### config.mk
export PLATFORM = sky130hd
export DESIGN_NAME = tlb
export DESIGN_NICKNAME = d
export VERILOG_FILES = /design/src/rtl/tlb_pkg.sv /design/src/rtl/tlb_match.sv /design/src/rtl/tlb.sv
export SDC_FILE = /design/constraint.sdc
export NUM_CORES = 2
export LEC_CHECK = 0
export ABC_CLOCK_PERIOD_IN_PS = 9500
export CELL_PAD_IN_SITES_DETAIL_PLACEMENT = 1
export CELL_PAD_IN_SITES_GLOBAL_PLACEMENT = 1
export CORE_ASPECT_RATIO = 0.6
export CORE_MARGIN = 2
export CORE_UTILIZATION = 25
export CTS_CLUSTER_SIZE = 40
export DETAILED_ROUTE_END_ITERATION = 10
export PLACE_DENSITY_LB_ADDON = 0.1
export SYNTH_ARGS = -nofsm -noshare
export SYNTH_HDL_FRONTEND = slang
export SYNTH_SLANG_ARGS = --single-unit
### constraint.sdc
create_clock -name clk -period 9.5 [get_ports clk]
set_input_delay 1.425 -clock clk [delete_from_list [all_inputs] [get_ports clk]]
set_output_delay 1.425 -clock clk [all_outputs]
set_load 0.02 [all_outputs]
### src/rtl/tlb_pkg.sv
// Shared TLB constants and the per-page payload carried by each entry.
package tlb_pkg;

    localparam int unsigned TLBNUM = 16;
    localparam int unsigned IDXW   = 4;
    localparam int unsigned VPN2_W = 19;
    localparam int unsigned ASID_W = 8;
    localparam int unsigned PFN_W  = 20;
    localparam int unsigned C_W    = 3;

    // One page half (even or odd) of a TLB entry.
    typedef struct packed {
        logic [PFN_W-1:0] pfn;
        logic [C_W-1:0]   c;
        logic             d;
        logic             v;
    } page_t;

endpackage

### src/rtl/tlb_match.sv
// Associative search of one key against all TLB tags.
// Ports: vpn2/asid = search key; e_vpn2/e_asid/e_g = tags of every entry;
//        found = any entry matches; index = lowest matching entry (0 on miss).
module tlb_match
    import tlb_pkg::*;
(
    input  logic [VPN2_W-1:0]              vpn2,
    input  logic [ASID_W-1:0]              asid,
    input  logic [TLBNUM-1:0][VPN2_W-1:0]  e_vpn2,
    input  logic [TLBNUM-1:0][ASID_W-1:0]  e_asid,
    input  logic [TLBNUM-1:0]              e_g,
    output logic                           found,
    output logic [IDXW-1:0]                index
);

    logic [TLBNUM-1:0] match;

    // Per-entry tag compare; global entries ignore the ASID.
    always_comb begin
        match = '0;
        for (int i = 0; i < int'(TLBNUM); i++) begin
            match[i] = (e_vpn2[i] == vpn2) && (e_g[i] || (e_asid[i] == asid));
        end
    end

    // Scan from the top so the lowest matching index is the last one written.
    always_comb begin
        index = '0;
        for (int i = int'(TLBNUM) - 1; i >= 0; i--) begin
            if (match[i]) begin
                index = IDXW'(i);
            end
        end
    end

    assign found = |match;

endmodule

### src/rtl/tlb.sv
// Unified fully associative TLB: two combinational lookup ports (fetch, data),
// TLBWI write, combinational TLBR read and a one-cycle registered TLBP probe.
// Ports: s0_*/s1_* lookup request/result; we/w_* entry write; r_index/r_* read;
//        TLBP/EntryHi probe request; probe_done/probe_found/probe_index result.
module tlb
    import tlb_pkg::*;
(
    input  logic              clk,
    input  logic              resetn,

    input  logic [18:0]       s0_vpn2,
    input  logic              s0_odd_page,
    input  logic [7:0]        s0_asid,
    output logic              s0_found,
    output logic [IDXW-1:0]   s0_index,
    output logic [19:0]       s0_pfn,
    output logic [2:0]        s0_c,
    output logic              s0_d,
    output logic              s0_v,

    input  logic [18:0]       s1_vpn2,
    input  logic              s1_odd_page,
    input  logic [7:0]        s1_asid,
    output logic              s1_found,
    output logic [IDXW-1:0]   s1_index,
    output logic [19:0]       s1_pfn,
    output logic [2:0]        s1_c,
    output logic              s1_d,
    output logic              s1_v,

    input  logic              we,
    input  logic [IDXW-1:0]   w_index,
    input  logic [18:0]       w_vpn2,
    input  logic [7:0]        w_asid,
    input  logic              w_g,
    input  logic [19:0]       w_pfn0,
    input  logic [2:0]        w_c0,
    input  logic              w_d0,
    input  logic              w_v0,
    input  logic [19:0]       w_pfn1,
    input  logic [2:0]        w_c1,
    input  logic              w_d1,
    input  logic              w_v1,

    input  logic [IDXW-1:0]   r_index,
    output logic [18:0]       r_vpn2,
    output logic [7:0]        r_asid,
    output logic              r_g,
    output logic [19:0]       r_pfn0,
    output logic [2:0]        r_c0,
    output logic              r_d0,
    output logic              r_v0,
    output logic [19:0]       r_pfn1,
    output logic [2:0]        r_c1,
    output logic              r_d1,
    output logic              r_v1,

    input  logic              TLBP,
    input  logic [31:0]       EntryHi,
    output logic              probe_done,
    output logic              probe_found,
    output logic [IDXW-1:0]   probe_index
);

    logic [TLBNUM-1:0][VPN2_W-1:0] vpn2_q;
    logic [TLBNUM-1:0][ASID_W-1:0] asid_q;
    logic [TLBNUM-1:0]             g_q;
    page_t [TLBNUM-1:0]            pg0_q;
    page_t [TLBNUM-1:0]            pg1_q;

    page_t                         s0_pg;
    page_t                         s1_pg;
    logic                          pr_found;
    logic [IDXW-1:0]               pr_index;
    logic                          unused_entryhi;

    // Entry storage; everything is cleared so V/G start at 0 and sims stay X-free.
    always_ff @(posedge clk or negedge resetn) begin
        if (!resetn) begin
            vpn2_q <= '0;
            asid_q <= '0;
            g_q    <= '0;
            pg0_q  <= '0;
            pg1_q  <= '0;
        end else if (we) begin
            vpn2_q[w_index] <= w_vpn2;
            asid_q[w_index] <= w_asid;
            g_q[w_index]    <= w_g;
            pg0_q[w_index]  <= '{pfn: w_pfn0, c: w_c0, d: w_d0, v: w_v0};
            pg1_q[w_index]  <= '{pfn: w_pfn1, c: w_c1, d: w_d1, v: w_v1};
        end
    end

    tlb_match u_match_s0 (
        .vpn2   (s0_vpn2),
        .asid   (s0_asid),
        .e_vpn2 (vpn2_q),
        .e_asid (asid_q),
        .e_g    (g_q),
        .found  (s0_found),
        .index  (s0_index)
    );

    tlb_match u_match_s1 (
        .vpn2   (s1_vpn2),
        .asid   (s1_asid),
        .e_vpn2 (vpn2_q),
        .e_asid (asid_q),
        .e_g    (g_q),
        .found  (s1_found),
        .index  (s1_index)
    );

    tlb_match u_match_probe (
        .vpn2   (EntryHi[31:13]),
        .asid   (EntryHi[7:0]),
        .e_vpn2 (vpn2_q),
        .e_asid (asid_q),
        .e_g    (g_q),
        .found  (pr_found),
        .index  (pr_index)
    );

    // EntryHi[12:8] is not part of the probe key.
    assign unused_entryhi = ^EntryHi[12:8];

    // Page select for the lookup ports; a miss returns all-zero page data.
    always_comb begin
        s0_pg = '0;
        s1_pg = '0;
        if (s0_found) begin
            s0_pg = s0_odd_page ? pg1_q[s0_index] : pg0_q[s0_index];
        end
        if (s1_found) begin
            s1_pg = s1_odd_page ? pg1_q[s1_index] : pg0_q[s1_index];
        end
    end

    assign s0_pfn = s0_pg.pfn;
    assign s0_c   = s0_pg.c;
    assign s0_d   = s0_pg.d;
    assign s0_v   = s0_pg.v;
    assign s1_pfn = s1_pg.pfn;
    assign s1_c   = s1_pg.c;
    assign s1_d   = s1_pg.d;
    assign s1_v   = s1_pg.v;

    assign r_vpn2 = vpn2_q[r_index];
    assign r_asid = asid_q[r_index];
    assign r_g    = g_q[r_index];
    assign r_pfn0 = pg0_q[r_index].pfn;
    assign r_c0   = pg0_q[r_index].c;
    assign r_d0   = pg0_q[r_index].d;
    assign r_v0   = pg0_q[r_index].v;
    assign r_pfn1 = pg1_q[r_index].pfn;
    assign r_c1   = pg1_q[r_index].c;
    assign r_d1   = pg1_q[r_index].d;
    assign r_v1   = pg1_q[r_index].v;

    // Probe result register; found/index hold between probes.
    always_ff @(posedge clk or negedge resetn) begin
        if (!resetn) begin
            probe_done  <= 1'b0;
            probe_found <= 1'b0;
            probe_index <= '0;
        end else begin
            probe_done <= TLBP;
            if (TLBP) begin
                probe_found <= pr_found;
                probe_index <= pr_index;
            end
        end
    end

endmodule
==> flow_metrics.tcl <==
set metrics [dict create \
    ctsRootBufferMaster "clkbuf_16" \
    final.setup_skew_ns 0.0503 \
    die_area_mm2 0.348 \
    clock_path_buffers 4 \
    start_kind "primary input" \
    cts_tree "done" \
    wl_per_cell_um 40.6 \
    grt_usage_pct 28.0 \
    critPathCaptureType "primary output" \
    leakage_uw 0.0433 \
    htree_levels 4 \
    layout_min_cycle_time_ns 9.31 \
    worst_pin_slew_ns 1.52 \
    cts_hold_buf 0 \
    clk_pin_slew_ns 0.06 \
    syn-cell-area_mm2 0.0857 \
    area_delta_synth_final_pct 20.1 \
    ys_seq_area_share_pct 36.6 \
    yosysTopAreaCellShare_pct 36.6 \
    rows 166 \
    avgSynthCellArea_um2 11.9 \
    grt_pass1_wl_mm 667 \
    cts_buffers 162 \
    final-hold-violation-count 0 \
    placed_cell_area_mm2 0.0975 \
    dp_hpwl_mm 355 \
    vias 69100 \
    cts.repair.resized 0 \
    p_per_area_mw_per_mm2 210 \
    violations "max-capacitance violations, max-slew violations" \
    fillCellCount 36800 \
    finalSetupViolations 0 \
    start_util_pct 25.1 \
    yosysWarnings 0 \
    die_x_um 760 \
    timing.slew.headroom_pct -1.37 \
    overflow 0 \
    synthCells 7175 \
    fin_setup_tns_ns 0 \
    syn_nets 7353 \
    antenna_found_initial 105 \
    fin_crit_sh_pct 98.0 \
    grt_pass1_vias 69600 \
    required_ns 8.08 \
    ir_drop_uv 121 \
    hp-class "primary input to asynchronous set/reset pin" \
    yosysTopAreaCell "dfrtp_1" \
    drtPass1Iterations 5 \
    ys.flop_type "dfrtp_1" \
    gp_congestion 0.954 \
    maxCapViolations 1 \
    rsz0062_at_grt "false" \
    yosys-top-cells-area "dfrtp_1, mux2_2, xor2_1" \
    crit_arrival_ns 7.88 \
    remaining_drc_errors 0 \
    ios 322 \
    cts_num_sinks 1254 \
    final_area_mm2 0.103 \
    async_flop_share_pct 100 \
    design.core.area_mm2 0.341 \
    via_per_inst 5.62 \
    crit_fanout 34 \
    layout-drive-gt1-share_pct 35.5 \
    status "finished, violations left" \
    postRouteAntennaNets 0 \
    synth.distinct_cells 72 \
    port_buffers 316 \
    postCtsSetupBuffers 0 \
    dieHeight_um 457 \
    synth-edff-count 0 \
    synth-seq-cells 1254 \
    nets 7806 \
    clock_latency_ns 0.87 \
    grt_max_degree 148 \
    worst-setup-path-type "primary input to primary output" \
    wl_mm 500 \
    drt_iter0_drc 8546 \
    fmax_mhz 107 \
    finalMaxSlewViolations 2 \
]
[worst max-delay path, stage by stage]
cell	delay, ns
clkdlybuf4s50_1	0.93
buf_4	0.32
xor2_1	0.08
nor4_1	0.52
a21oi_1	0.30
buf_4	0.26
nor3_1	0.66
nor2_1	0.28
a211oi_1	0.43
a21oi_4	0.13
buf_12	0.20
buf_12	0.18
mux2i_1	0.18
a22oi_1	0.23
a21oi_1	0.20
or2_0	0.25
and4bb_1	0.48
clkdlybuf4s50_1	0.69
[sequential cells by signal (all words and copies together), names as in the netlist]
signal       cells
asid_q         128
g_q             16
pg0_q          400
pg1_q          400
probe_done       1
probe_found      1
probe_index      4
vpn2_q         304
[metrics by stage]
stage | total power, uW | util (%) | instances | hold slack (ns) | setup WS, ns
2_1_floorplan | 11800 | - | 7175 | 0.512 | 3.13
3_3_place_gp | 14900 | 28.6 | 12000 | 0.519 | 0.308
3_5_place_dp | 15000 | 28.6 | 12000 | 0.535 | 0.391
4_1_cts | 21600 | 30.1 | 12300 | 0.477 | 0.360
5_1_grt | 22400 | 30.1 | 12300 | 0.486 | 0.173
6_report | 21600 | 30.2 | 12300 | 0.458 | 0.190
[final cells by class]
| class | count | area [um^2] | share of cell area, % |
|---|---|---|---|
| diodes | 37 | 92.6 | 0.0900 |
| clock buffers | 240 | 4890 | 4.76 |
| clock inverters | 35 | 382 | 0.371 |
| inverters | 9 | 33.8 | 0.0328 |
| multi-input cells | 5241 | 51100 | 49.7 |
| flip-flops and latches | 1254 | 31400 | 30.5 |
| well taps | 4536 | 5680 | 5.52 |
| repair buffers | 960 | 9280 | 9.02 |
[cells by family after synthesis]
| family | Yosys count | share of synthesized area [%] |
|---|---|---|
| mux | 2332 | 34.9 |
| xor+xnor | 1296 | 13.2 |
| flops | 1254 | 36.6 |
| simple gates | 927 | 5.96 |
| compound gates | 686 | 5.20 |
| buf+inv | 680 | 4.05 |
[power by group]
| part | leakage, uW | total, uW | switching [uW] | internal [uW] |
|---|---|---|---|---|
| Sequential | 0.0154 | 8680 | 2110 | 6570 |
| Combinational | 0.0253 | 6480 | 3290 | 3190 |
| Clock | 0.00261 | 6440 | 2710 | 3730 |
[worst paths after layout]
| path | slack (ns) | from | cells past startpoint | to |
|---|---|---|---|---|
| setup / recovery | 0.19 | s0_asid[2] | 18 | s0_pfn[9] |
| hold / removal | 0.46 | resetn | 1 | vpn2_q[34] |
| setup reg to reg | 4.88 | asid_q[124] | 7 | probe_index[2] |
| hold reg to reg | 0.54 | probe_index[1] | 2 | probe_index[1] |
| max in group asynchronous | 6.72 | resetn | 3 | pg0_q[155] |
| min in group clk | 0.54 | probe_index[1] | 2 | probe_index[1] |
[cells in the mapped netlist, drive strengths merged (14+ instances only)]
cell / instances
a211o: 14
a21oi: 207
a22oi: 140
a2bb2oi: 14
a31oi: 17
and3: 21
and4bb: 16
buf: 323
clkbuf: 348
dfrtp: 1254
mux2: 1352
mux2i: 590
mux4: 390
nand2: 176
nand3: 101
nand4: 55
nor2: 96
nor3: 57
nor4: 322
o21ai: 89
o221ai: 24
o22ai: 103
o31a: 23
or2: 23
xnor2: 144
xor2: 1152
[routing by layer]
layer	GRT usage [%]	share of wire, %
met1	43.9	50
met5	0	0.057
met2	36.4	38
met4	5.88	2.2
met3	8.89	9.9
[cells in the final DEF, fill, tap and decap left out, types with 37 or more instances in the layout]
cell type and n:
mux4_2 390, a22oi_1 140, nor3_1 51, nand4_1 55, o21ai_0 68, dfrtp_1 1254
nor2_1 83, clkdlybuf4s50_1 269, buf_4 568, a21oi_1 198, diode_2 37, clkbuf_16 166
mux2i_1 590, nand3_1 99, xor2_1 1152, nor4_1 320, buf_12 110, xnor2_1 144
clkbuf_8 47, o22ai_1 103, mux2_2 1350, nand2_1 172
Power figures use the tool's default switching activity.
